===== src/rtl/imem_loader_if.sv =====
// ============================================================================
// Module   : imem_loader_if
// Desc     : Byte-stream handshake and instruction-memory write port of the loader.
// Revision : 1.0  initial release
// ============================================================================
`default_nettype none

interface imem_loader_if #(
  parameter int AW = 5,
  parameter int IW = 17
);
  logic          in_valid;
  logic [7:0]    in_data;
  logic          in_ready;
  logic          mem_we;
  logic [AW-1:0] mem_addr;
  logic [IW-1:0] mem_wdata;

  // master is the loader itself; slave is the byte source / memory side
  modport master (
    input  in_valid, in_data,
    output in_ready, mem_we, mem_addr, mem_wdata
  );
  modport slave (
    output in_valid, in_data,
    input  in_ready, mem_we, mem_addr, mem_wdata
  );
endinterface

`default_nettype wire


===== src/rtl/imem_loader.sv =====
// ============================================================================
// Module   : imem_loader
// Desc     : Packs a 3-byte-per-word stream into the 32x17 instruction memory and
//            holds the core in reset until the program is complete.
//            Optional trailing XOR checksum byte: define IMEM_LOADER_CKSUM_EN.
// Revision : 1.0  initial release
// ============================================================================
`default_nettype none

module imem_loader #(
  parameter int AW = 5,
  parameter int IW = 17
) (
  input  logic          clk,
  input  logic          rstN,
  input  logic          start,
  input  logic [AW:0]   len,
  imem_loader_if.master bus,
  output logic          core_rstN,
  output logic          busy,
  output logic          done,
  output logic          err
);

  typedef enum logic [2:0] {
    S_IDLE = 3'd0,
    S_B0   = 3'd1,
    S_B1   = 3'd2,
    S_B2   = 3'd3,
    S_DONE = 3'd4,
    S_ERR  = 3'd5
`ifdef IMEM_LOADER_CKSUM_EN
    ,S_CK  = 3'd6
`endif
  } state_t;

  localparam logic [AW:0] c_depth = (AW+1)'(1) << AW;
`ifdef IMEM_LOADER_CKSUM_EN
  localparam state_t c_last = S_CK;
`else
  localparam state_t c_last = S_DONE;
`endif

  state_t        r_state;
  logic [AW:0]   r_len;
  logic [AW:0]   r_wptr;
  logic [8:0]    r_hi;
  logic          r_in_ready;
  logic          r_busy;
  logic          r_done;
  logic          r_err;
  logic          r_core_rstN;
  logic          r_mem_we;
  logic [AW-1:0] r_mem_addr;
  logic [IW-1:0] r_mem_wdata;
`ifdef IMEM_LOADER_CKSUM_EN
  logic [7:0]    r_cksum;
`endif

  logic        w_take;
  logic [AW:0] w_wptr_nxt;

  assign w_take     = bus.in_valid & r_in_ready;
  assign w_wptr_nxt = r_wptr + 1'b1;

  // status outputs are registered together with the state they describe
  function automatic logic [4:0] f_flags(input state_t s);
    logic act;
    act = (s == S_B0) || (s == S_B1) || (s == S_B2)
`ifdef IMEM_LOADER_CKSUM_EN
          || (s == S_CK)
`endif
          ;
    return {act, act, s == S_DONE, s == S_ERR, s == S_DONE};
  endfunction

  always_ff @(posedge clk) begin
    if (!rstN) begin
      r_state     <= S_IDLE;
      r_len       <= '0;
      r_wptr      <= '0;
      r_hi        <= '0;
      {r_in_ready, r_busy, r_done, r_err, r_core_rstN} <= '0;
      r_mem_we    <= 1'b0;
      r_mem_addr  <= '0;
      r_mem_wdata <= '0;
`ifdef IMEM_LOADER_CKSUM_EN
      r_cksum     <= '0;
`endif
    end else begin
      r_mem_we <= 1'b0;
`ifdef IMEM_LOADER_CKSUM_EN
      if (w_take && r_state != S_CK) r_cksum <= r_cksum ^ bus.in_data;
`endif
      case (r_state)
        S_IDLE, S_DONE, S_ERR: begin
          if (start) begin
            r_len  <= len;
            r_wptr <= '0;
`ifdef IMEM_LOADER_CKSUM_EN
            r_cksum <= '0;
`endif
            if (len == '0 || len > c_depth) begin
              r_state <= S_ERR;
              {r_in_ready, r_busy, r_done, r_err, r_core_rstN} <= f_flags(S_ERR);
            end else begin
              r_state <= S_B0;
              {r_in_ready, r_busy, r_done, r_err, r_core_rstN} <= f_flags(S_B0);
            end
          end
        end
        S_B0: begin
          if (w_take) begin
            r_hi[8] <= bus.in_data[0];
            if (|bus.in_data[7:1]) begin
              r_state <= S_ERR;
              {r_in_ready, r_busy, r_done, r_err, r_core_rstN} <= f_flags(S_ERR);
            end else begin
              r_state <= S_B1;
              {r_in_ready, r_busy, r_done, r_err, r_core_rstN} <= f_flags(S_B1);
            end
          end
        end
        S_B1: begin
          if (w_take) begin
            r_hi[7:0] <= bus.in_data;
            r_state   <= S_B2;
            {r_in_ready, r_busy, r_done, r_err, r_core_rstN} <= f_flags(S_B2);
          end
        end
        S_B2: begin
          if (w_take) begin
            r_mem_we    <= 1'b1;
            r_mem_addr  <= r_wptr[AW-1:0];
            r_mem_wdata <= {r_hi, bus.in_data};
            r_wptr      <= w_wptr_nxt;
            if (w_wptr_nxt == r_len) begin
              r_state <= c_last;
              {r_in_ready, r_busy, r_done, r_err, r_core_rstN} <= f_flags(c_last);
            end else begin
              r_state <= S_B0;
              {r_in_ready, r_busy, r_done, r_err, r_core_rstN} <= f_flags(S_B0);
            end
          end
        end
`ifdef IMEM_LOADER_CKSUM_EN
        S_CK: begin
          if (w_take) begin
            if (bus.in_data == r_cksum) begin
              r_state <= S_DONE;
              {r_in_ready, r_busy, r_done, r_err, r_core_rstN} <= f_flags(S_DONE);
            end else begin
              r_state <= S_ERR;
              {r_in_ready, r_busy, r_done, r_err, r_core_rstN} <= f_flags(S_ERR);
            end
          end
        end
`endif
        default: begin
          r_state <= S_IDLE;
          {r_in_ready, r_busy, r_done, r_err, r_core_rstN} <= f_flags(S_IDLE);
        end
      endcase
    end
  end

  assign bus.in_ready  = r_in_ready;
  assign bus.mem_we    = r_mem_we;
  assign bus.mem_addr  = r_mem_addr;
  assign bus.mem_wdata = r_mem_wdata;
  assign core_rstN     = r_core_rstN;
  assign busy          = r_busy;
  assign done          = r_done;
  assign err           = r_err;

endmodule

`default_nettype wire


===== src/flat_wrapper.sv =====
// flat-port wrapper written by rule: the top's interface ports become plain ports
module imem_loader_flat 
#(
  parameter int AW = 5,
  parameter int IW = 17
)
  (clk, rstN, start, len, core_rstN, busy, done, err, bus_in_valid, bus_in_data, bus_in_ready, bus_mem_we, bus_mem_addr, bus_mem_wdata);
  imem_loader_if #(.AW(AW), .IW(IW)) bus_i ();
  input  logic clk;
  input  logic rstN;
  input  logic start;
  input  logic [AW:0] len;
  output logic core_rstN;
  output logic busy;
  output logic done;
  output logic err;
  input wire logic [$bits(bus_i.in_valid)-1:0] bus_in_valid;
  input wire logic [$bits(bus_i.in_data)-1:0] bus_in_data;
  output wire logic [$bits(bus_i.in_ready)-1:0] bus_in_ready;
  output wire logic [$bits(bus_i.mem_we)-1:0] bus_mem_we;
  output wire logic [$bits(bus_i.mem_addr)-1:0] bus_mem_addr;
  output wire logic [$bits(bus_i.mem_wdata)-1:0] bus_mem_wdata;
  assign bus_i.in_valid = bus_in_valid;
  assign bus_i.in_data = bus_in_data;
  assign bus_in_ready = bus_i.in_ready;
  assign bus_mem_we = bus_i.mem_we;
  assign bus_mem_addr = bus_i.mem_addr;
  assign bus_mem_wdata = bus_i.mem_wdata;
  imem_loader #(.AW(AW), .IW(IW)) u_core (.clk(clk), .rstN(rstN), .start(start), .len(len), .bus(bus_i), .core_rstN(core_rstN), .busy(busy), .done(done), .err(err));
endmodule

===== config.mk =====
export PLATFORM = sky130hd
export DESIGN_NAME = imem_loader_flat
export DESIGN_NICKNAME = d
export VERILOG_FILES = /design/src/rtl/imem_loader_if.sv /design/src/rtl/imem_loader.sv /design/src/flat_wrapper.sv
export SDC_FILE = /design/constraint.sdc
export NUM_CORES = 1
export LEC_CHECK = 0
export CORE_MARGIN = 2
export CORE_UTILIZATION = 45
export CTS_BUF_LIST = sky130_fd_sc_hd__clkbuf_2 sky130_fd_sc_hd__clkbuf_4 sky130_fd_sc_hd__clkbuf_8
export CTS_CLUSTER_SIZE = 14
export DETAILED_ROUTE_END_ITERATION = 8
export PLACE_DENSITY = 0.72
export SYNTH_ARGS = -nofsm -noshare
export SYNTH_HDL_FRONTEND = slang
export SYNTH_SLANG_ARGS = --single-unit

===== constraint.sdc =====
create_clock -name clk -period 2.3 [get_ports clk]
set_input_delay 0.46 -clock clk [delete_from_list [all_inputs] [get_ports clk]]
set_output_delay 0.46 -clock clk [all_outputs]
set_load 0.02 [all_outputs]

==> impl_metrics.tcl <==
set metrics [dict create \
    ys_seq_elements 50 \
    cts_tree "yes" \
    routedWlPerCell_um 13.03 \
    grt.overflow.total 0 \
    dp.cells 347 \
    via_count 1871 \
    fp.dieH_um 73.60 \
    drt_iter0_markers 124 \
    ctsHoldBuffers 0 \
    ctsHtreeMaxLevel 2 \
    hp-start "u_core.bus.mem_wdata[11]" \
    r2r_start "u_core.r_wptr[0]" \
    diodes 0 \
    netlist_instances 257 \
    outcome "finished, final reports clean" \
    arrival_ns 2.27 \
    cap_violations 0 \
    synth_edf_count 0 \
    required_ns 2.48 \
    grt_max_degree 44 \
    nFillCells 427 \
    final.period_utilization 0.9087 \
    path_max_fanout 7 \
    hp-class "reg -> reg" \
    cts-root-buf "clkbuf_8" \
    wirelength_um 4626 \
    setup_tns_ns 0 \
    end_kind "flip-flop" \
    post-dp-hpwl_um 3285 \
    grt_pass1_wl_um 7479 \
    final_core_util 0.5963 \
    fin_cells 355 \
    io_pins 46 \
    path_clk_slew_ns 0.09 \
    ff2ff_path_depth 6 \
    drive_gt1_frac 0.08970 \
    synth.avg_cell_area_um2 8.481 \
    critPathLaunchType "flip-flop" \
    fmax_mhz 478.5 \
    via_per_inst 5.270 \
    leakagePower_uw 0.0009742 \
    postCtsSetupBuffers 0 \
    peakVddDrop_v 0.0003560 \
    grt_pass1_vias 1614 \
    ys_warn_count 0 \
    drc_errors 0 \
    path_class "reg -> reg" \
    cts-buffers-inserted 5 \
    register_area_um2 1001 \
    fin_skew_ns 0.006088 \
    final_nets 319 \
    holdPathEnd "u_core.bus.mem_wdata[11]" \
    antenna_found_initial 0 \
    die_w_um 73.60 \
    hold_depth 2 \
    multi_input_area_um2 1071 \
    synth_nets 276 \
    finalSetupViolCount 0 \
    antenna_left 0 \
    period_needed_ns 2.090 \
    power_density_nw_per_um2 731.3 \
    crit_path_start "u_core.r_wptr[0]" \
    yosysUniqueCellTypes 44 \
    seq_area_frac_synth 0.4592 \
    clk_path_buf_depth 2 \
    synth-main-ff-cell "dfxtp_1" \
    r2r_slack_ns 0.21 \
    portBuffers 45 \
    grt_util_all_layers 0.1771 \
    final_max_slew_viol_count 0 \
    cts.repair.resized 0 \
    r2r_end "u_core.bus.in_ready" \
    clock_latency_ns 0.30 \
    core_area_um2 4692 \
    cts_sinks 50 \
    area_delta_synth_final_pct 28.36 \
    netlist_area_um2 2180 \
    relSlewSlack 0.6563 \
    initial_core_util 0.4645 \
    worst_pin_slew_ns 0.5148 \
    final-hold-violation-count 0 \
    async_flop_share 0 \
    rsz0062_at_grt "no" \
    gp_congestion 0.7575 \
    rows 25 \
    dieArea_um2 5416 \
    dr.pass1.iters 4 \
]
==> layout by cell type (no fill, tap or decap), drive strengths merged, types with 4 or more instances in the layout <==
master | Yosys | routed
nor3 | 4 | 4
nor2 | 23 | 23
dfxtp | 50 | 50
clkdlybuf4s50 | 0 | 45
clkbuf | 7 | 5
xor2 | 4 | 4
mux2i | 15 | 15
buf | 12 | 10
nand3 | 9 | 9
or3 | 4 | 4
a21oi | 31 | 31
nand2 | 53 | 53
o21ai | 8 | 8
==> area by class of cell <==
cell class | instances | area share
clock inverter | 3 | 0.01699
multi-input combinational | 187 | 0.3828
timing repair buffer | 55 | 0.1923
clock buffer | 5 | 0.02460
sequential | 50 | 0.3578
tap | 54 | 0.02415
inverter | 1 | 0.001342
==> state kept, by name (all words and copies together) (netlist names) <==
register              count
u_core.bus.mem_wdata     17
u_core.r_hi               9
u_core.r_len              6
u_core.r_wptr             6
u_core.bus.mem_addr       5
u_core.r_state            3
u_core.bus.in_ready       1
u_core.bus.mem_we         1
u_core.core_rstN          1
u_core.err                1
==> report_power, final <==
part	internal [uW]	total (uW)	switching, uW
combinational	210	441	232
sequential	914	975	60.3
clock	330	630	300
total	1450	2050	592
==> cell usage after synthesis (7+ instances only) <==
master	count	area, um^2
a21oi_1	31	155.2
buf_2	7	35.03
clkbuf_1	7	26.28
dfxtp_1	50	1001
mux2i_1	15	150.1
nand2_1	53	198.9
nand3_1	8	40.04
nor2_1	22	82.58
==> worst max-delay path, cell delays in order (launching register included) <==
cell and delay (ns):
dfxtp_1 0.45, ha_1 0.28, nand2b_1 0.13, o211ai_2 0.14, or3b_1 0.39, a2111oi_2 0.43, o211ai_1 0.16
==> layer usage <==
layer / share of wire / GRT usage / wire length (um)
met5: 0 / 0 / 0
met4: 0.011 / 0.05455 / 53
met3: 0.034 / 0.04115 / 157
met2: 0.46 / 0.2708 / 2127
met1: 0.49 / 0.2479 / 2289
==> worst max-delay path by stage <==
stage | endpoint | slack (ns) | depth (start not counted)
floorplan | u_core.bus.in_ready | 0.42 | 6
global placement | u_core.err | 0.07 | 6
CTS | u_core.bus.in_ready | 0.21 | 6
global route | u_core.bus.in_ready | 0.04 | 6
finish | u_core.bus.in_ready | 0.21 | 6
detailed placement | u_core.err | 0.05 | 6
==> metrics by stage <==
stage / setup WS [ns] / cell area (um^2) / power (uW) / hold slack, ns
after floorplan: 0.4190 / 2180 / 1287 / 0.4312
after global placement: 0.06969 / 2681 / 1430 / 0.4396
after CTS: 0.2073 / 2798 / 2063 / 0.4597
final: 0.2100 / 2798 / 2046 / 0.4554
after global routing: 0.03688 / 2798 / 2158 / 0.4690
after detailed placement: 0.05201 / 2681 / 1433 / 0.4456
==> cells by family after synthesis <==
group	count (synthesis)	share of synthesized area
muxes	15	0.06888
buffers and inverters	20	0.05223
and+or+nand+nor	112	0.2382
adders and majority gates	1	0.005740
DFF	50	0.4592
xor gates and xnor gates	7	0.02813
AOI/OAI and AO/OA	52	0.1475
(Power assumes the default switching activity.)
